`config.mk`:
```
export PLATFORM = sky130hd
export DESIGN_NAME = clk_div_prog
export DESIGN_NICKNAME = d
export VERILOG_FILES = /design/src/rtl/clk_div_prog.sv
export SDC_FILE = /design/constraint.sdc
export NUM_CORES = 1
export LEC_CHECK = 0
export CORE_AREA = 5 5 70 72
export CTS_BUF_LIST = sky130_fd_sc_hd__clkbuf_8
export DETAILED_ROUTE_END_ITERATION = 7
export DIE_AREA = 0 0 75 77
export PLACE_DENSITY = 0.66
export SLEW_MARGIN = 25
export SYNTH_ARGS = -nofsm -noshare
export SYNTH_HDL_FRONTEND = slang
export SYNTH_SLANG_ARGS = --single-unit
```
`constraint.sdc`:
```
create_clock -name clk -period 5.3 [get_ports clk]
set_clock_uncertainty 0.1 [all_clocks]
set_input_delay 1.06 -clock clk [delete_from_list [all_inputs] [get_ports clk]]
set_output_delay 1.06 -clock clk [all_outputs]
set_load 0.01 [all_outputs]
```
`src/rtl/clk_div_prog.sv`:
```
// clk_div_prog: runtime-programmable integer clock divider.
//
// Produces a registered square wave clk_out with period cur_div clk cycles
// (high for ceil(N/2), low for floor(N/2)) and a one-cycle tick on the first
// cycle of each period. Divisor updates are staged in a pending register and
// only take effect at a period boundary, so clk_out never produces runt pulses.
//
// Ports:
//   clk      - system clock, all logic on the rising edge
//   rst      - synchronous active-high reset
//   en       - run enable; low holds the divider idle with outputs low
//   div_val  - requested divisor N (0 and 1 are clamped to 2)
//   div_load - one-cycle strobe capturing div_val into the pending divisor
//   clk_out  - divided clock, registered
//   tick     - one-cycle pulse on the first cycle of each clk_out period
//   cur_div  - divisor governing the current period
module clk_div_prog #(
  parameter int unsigned WIDTH       = 8,
  parameter int unsigned DEFAULT_DIV = 4
) (
  input  logic             clk,
  input  logic             rst,
  input  logic             en,
  input  logic [WIDTH-1:0] div_val,
  input  logic             div_load,
  output logic             clk_out,
  output logic             tick,
  output logic [WIDTH-1:0] cur_div
);

  localparam logic [WIDTH-1:0] DefDiv = WIDTH'(DEFAULT_DIV);
  localparam logic [WIDTH-1:0] MinDiv = WIDTH'(2);

  logic [WIDTH-1:0] cnt_q, cnt_d;
  logic             active_q, active_d;
  logic [WIDTH-1:0] pend_div_q, pend_div_d;
  logic [WIDTH-1:0] cur_div_q, cur_div_d;
  logic             clk_out_q, clk_out_d;
  logic             tick_q, tick_d;

  logic [WIDTH-1:0] load_val;
  logic             period_start;
  logic [WIDTH:0]   half;

  always_comb begin
    load_val     = (div_val < MinDiv) ? MinDiv : div_val;
    // cur_div_q >= 2 always, so the subtraction cannot underflow.
    period_start = en && (!active_q || (cnt_q == (cur_div_q - WIDTH'(1))));

    pend_div_d = div_load ? load_val : pend_div_q;
    cnt_d      = cnt_q;
    active_d   = active_q;
    cur_div_d  = cur_div_q;

    if (!en) begin
      cnt_d    = '0;
      active_d = 1'b0;
    end else if (period_start) begin
      cnt_d     = '0;
      active_d  = 1'b1;
      // A load on the boundary edge applies to the period starting now.
      cur_div_d = pend_div_d;
    end else begin
      cnt_d = cnt_q + WIDTH'(1);
    end

    // High-phase length ceil(N/2) from the divisor that will govern cnt_d.
    half      = ({1'b0, cur_div_d} + (WIDTH+1)'(1)) >> 1;
    clk_out_d = en && ({1'b0, cnt_d} < half);
    tick_d    = period_start;
  end

  always_ff @(posedge clk) begin
    if (rst) begin
      cnt_q      <= '0;
      active_q   <= 1'b0;
      pend_div_q <= DefDiv;
      cur_div_q  <= DefDiv;
      clk_out_q  <= 1'b0;
      tick_q     <= 1'b0;
    end else begin
      cnt_q      <= cnt_d;
      active_q   <= active_d;
      pend_div_q <= pend_div_d;
      cur_div_q  <= cur_div_d;
      clk_out_q  <= clk_out_d;
      tick_q     <= tick_d;
    end
  end

  assign clk_out = clk_out_q;
  assign tick    = tick_q;
  assign cur_div = cur_div_q;

endmodule

```
* Word level (Yosys, flattened, before mapping)
Cells that the tools add are included.
Widths: inputs -> output; s select.
** Storage, ports and cells
- Input bits :: 12
- Register bits :: 27
- Word-level logic and storage cells :: 24
- Output and inout port bits :: 10
** Cells by class
- $add $sub $neg :: 3
- Equal/unequal tests :: 1
- Bitwise gates (word level) :: 1
- $lt $le $gt $ge :: 2
- Reductions and logical operators :: 5
- Multiplexer cells :: 6
** Operators by type and width (count)
- $mux 8 :: 6
- $add 8x1->9 const B :: 1
- $add 8x1->8 const B :: 1
- $eq 8x8->1 :: 1
- $lt 8x2->1 const B :: 1
- $lt 8x8->1 :: 1
- $sub 8x1->8 const B :: 1
- $logic_and 1x1->1 :: 2
- $reduce_or 2->1 :: 1
- $logic_not 1->1 :: 1
- $logic_or 1x1->1 :: 1
- $not 1->1 :: 1

* Depth between registers and ports, before layout
- Depth after elaboration :: 9
- Mapped depth :: 19
- Gate-level depth less buffers :: 18

* Least setup slack after synthesis
No wires, ideal clock.
- Path kind :: reg2reg
- Start :: reg cur_div_q[0], in the netlist cur_div[0]
- End :: reg clk_out_q, in the netlist clk_out
- Path buffers :: 1
- Cell stages (with the launch flop) :: 18
- Required time :: 5130 ps
- Path slack :: 992 ps
- Data arrival time :: 4138 ps
- Library setup time :: 70 ps
- Clock period less this slack :: 4308 ps
- Cells stage by stage :: dfxtp_1 buf_6 or4_4 a2111oi_4 nor3_2 o41a_4 or4_4 nand2_1 ha_1 nand2_1 or3_1 xor2_1 mux2i_1 ha_1 a21o_1 a211oi_1 o21ai_0 a21oi_1
** Between the ends
- Longest elaborated chain between the ends :: 9
- Elaborated cells between the ends (all ways) :: 11
- Those cells by class :: add/sub (2); order compare (1); eq/ne (1); mux (4); reduce/logical (3)
** Ends and longest elaborated chain
- from (decl) :: line 37 : logic [WIDTH-1:0] cur_div_q, cur_div_d;
- from (signal assigned) :: line 78 : cur_div_q <= DefDiv;
- from (signal assigned) :: line 85 : cur_div_q <= cur_div_d;
- $sub 8x1->8 :: line 48 : period_start = en && (!active_q || (cnt_q == (cur_div_q - WIDTH'(1))));
- $eq 8x8->1 :: line 48
- $logic_or 1x1->1 :: line 48
- $logic_and 1x1->1 :: line 48
- $mux 8 :: line 58 : end else if (period_start) begin
- $mux 8 :: line 55 : if (!en) begin
- named net cur_div_d[1] :: line 37
- $add 8x1->9 :: line 68 : half = ({1'b0, cur_div_d} + (WIDTH+1)'(1)) >> 1;
- $lt 8x8->1 :: line 69 : clk_out_d = en && ({1'b0, cnt_d} < half);
- $logic_and 1x1->1 :: line 69
- to (signal assigned) :: line 86 : clk_out_q <= clk_out_d;
- to (decl) :: line 38 : logic clk_out_q, clk_out_d;
The timed path passes the listed nets, and every way through them passes these cells.
A chain may end at the register's enable or synchronous reset.

* Final worst setup path
Ends and elaborated chain as after synthesis.

==> impl_metrics.ini <==
[sta]
period_share_pct = 85.7
finalHoldViolations = 0
finalWorstSetupSlack_ps = 756
tightestPinTransition_ps = 595
drv_slew = 0
max_freq_mhz = 220
setup_tns_ps = 0
finalSetupViolCount = 0
relSlewSlack_pct = 60.2
rsz0062_at_grt = false
fin_crit_ps = 4540

[layout]
drive_gt1_share_pct = 6.96
finalNetCount = 253
diodes = 0
area_growth_pct = 15.3
fill_cells = 418
multi_input_area_mm2 = 0.00122
final_util_pct = 50.1
seq_area_um2 = 541

[yosys]
synth_area_mm2 = 0.00184
synthesis.nets = 238
synthCells = 216
syn_area_per_cell_um2 = 8.53
synth-async-reset-ratio_pct = 0
synth_edf_count = 0
ys_seq_area_share_pct = 29.3
synth_cell_types = 48
yosys_warnings = 0
synth_ff_type = dfxtp_1
synth-seq-cells = 27

[critical_path]
cp_cell_sequence = inv_1 -> ha_1 -> or3b_1 -> nor3_1 -> xnor2_1 -> o41a_4 -> or4_4 -> nand2_1 -> ha_1 -> nand2_1 -> or3_1 -> xor2_1 -> mux2i_1 -> ha_1 -> a21o_1 -> a211oi_1 -> o21ai_0 -> a21oi_1
start_kind = flip-flop
r2r-end = clk_out
crit_path_max_fanout = 9
cp_slowest_cell = o41a_4
criticalPathCategory = reg -> reg
critical_path_arrival_ps = 4660
crit_top_cell = ha_1
required_ps = 5410
reg2reg_slack_ps = 760
crit_path_end_kind = flip-flop
r2r-start = cur_div[0]
cp_slowest_stage_delay_ps = 540
r2r_cells = 18

[clocking]
cts_sinks = 27
cts_root_buf = clkbuf_8
post_cts_resize_count = 0
postCtsSetupBuffers = 0
cts_max_level = 1
cts_tree = yes
clkTransAtPathRegs_ps = 90
numCtsBuffers = 3
hold_buffers = 0
insertion_delay_ps = 270
clock_path_buffers = 2

[placement]
io_buffers = 21
gp_congestion = 0.821
dp_hpwl_um = 3140
place_ws_ps = 770

[power]
cellPowerDensity_mw_per_mm2 = 214
p_leak_nw = 0.809
p_switching_mw = 0.136
combPwrFrac_pct = 23.9
p_total_mw = 0.454
power.internal_mw = 0.318
p_sw_share_pct = 30.0
clockPowerShare_pct = 25.9
power_frac_seq_pct = 50.2
ir_drop_mv = 0.103

[detailed_routing]
drc = 0
drtAntennaViolNets = 0
drt_wl_total_um = 4110
drt_pre_antenna_iters = 4
post_drt_via_cell_ratio = 5.57
num_vias = 1571
routedWlPerCell_um = 14.6
drt-initial-drc-count = 95

[min_path]
worstHoldEndpoint = pend_div_q[0]
holdCritPathClass = reg -> reg
min-delay-start = pend_div_q[0]
hold_path_depth = 2

[grt]
overflow = 0
globalRouteTotalUtil_pct = 15.0
grt_max_degree = 19
grt_pass1_vias = 1420
grt_pass1_wl_um = 6840
antenna_found_initial = 0

[floorplanning]
die_area_mm2 = 0.00578
start_util_pct = 43.5
rows = 24
die_w_um = 75
coreArea_mm2 = 0.00423
io_pins = 22
die_y_um = 77

[run_status]
status = complete, no violations

[run]
max-cap-violations = 0
[flip-flops by register name, indices dropped and copies added (netlist names)]
register    count
cur_div         8
active_q        1
pend_div_q      8
cnt_q           8
clk_out         1
tick            1
[metal layers]
metal	vias to the layer above	global-route usage, %	part of all wire, %
met4	0	3.74	1.1
met1	707	21.6	45
met5	-	0	0
li1	800	-	-
met2	56	22.9	48
met3	8	2.48	5.8
[metrics by stage]
step                hold WS, ps  cell area (um^2)  std cells
floorplan                   359              1840        216
global placement            395              2080        278
detailed placement          397              2080        278
CTS                         410              2120        282
global route                433              2120        282
finish                      406              2120        282
[cell families after synthesis]
family,share of synthesized area (%)
muxes,4.35
and+or+nand+nor,24.0
buffers and inverters,4.55
AOI/OAI and AO/OA,19.1
xor gates and xnor gates,11.9
DFF,29.3
adders and majority gates,6.79
[critical path: cells and delay by family, from the launching register on]
family,cells,cell delay (ps)
AO/OA/AOI/OAI,5,1110
flip-flops,1,400
AND/OR/NAND/NOR,6,1660
multiplexers,1,90
XOR/XNOR,2,300
adder cells (fa/ha/maj),3,670
buffers and inverters,1,150
[layout by cell type (no fill, tap or decap), drive strengths merged, types with 2 or more instances in the layout]
| master | count |
|---|---|
| a2111oi | 2 |
| a211oi | 2 |
| a21o | 5 |
| a21oi | 15 |
| a311oi | 5 |
| a32o | 2 |
| and2 | 2 |
| and3 | 4 |
| buf | 3 |
| clkbuf | 3 |
| clkdlybuf4s50 | 21 |
| dfxtp | 27 |
| ha | 10 |
| inv | 7 |
| mux2i | 8 |
| nand2 | 9 |
| nand2b | 7 |
| nand3 | 9 |
| nand4 | 3 |
| nor2 | 26 |
| nor2b | 4 |
| nor3 | 8 |
| nor4 | 2 |
| o21ai | 2 |
| or3b | 2 |
| or4 | 3 |
| xnor2 | 14 |
| xor2 | 11 |
[power by group through the flow]
stage                     Clock [mW]  Sequential [mW]  Combinational, mW
final                          0.117            0.228              0.109
after global routing           0.131            0.229              0.120
after CTS                      0.121            0.228              0.110
after detailed placement           0            0.232              0.109
after global placement             0            0.232              0.109
after floorplan                    0            0.225             0.0795
[Yosys cell counts, drive strengths merged (5+ instances only)]
cell     n  area (um^2)
a21o     5         37.5
a21oi   15         75.1
a311oi   5         43.8
clkbuf  11         41.3
dfxtp   27          541
ha      10          125
inv      6         22.5
mux2i    8         80.1
nand2    9         33.8
nand2b   7         43.8
nand3    9         45.0
nor2    26         97.6
nor3     8         45.0
xnor2   14          123
xor2    11         96.3
[final cells by class]
type	count	area share (%)
tap	52	3.06
timing repair buffer	24	11.0
inverter	6	1.06
clock inverter	1	0.177
clock buffer	3	1.94
sequential	27	25.5
multi-input combinational	169	57.3
[worst max path at each step]
stage | from | end | slack (ps)
detailed placement | div_load | clk_out | 770
global route | cur_div[0] | clk_out | 410
global placement | div_load | clk_out | 770
floorplan | cur_div[0] | clk_out | 990
finish | cur_div[0] | clk_out | 760
CTS | cur_div[0] | clk_out | 770
No activity file was read; power rests on OpenSTA's default activity.
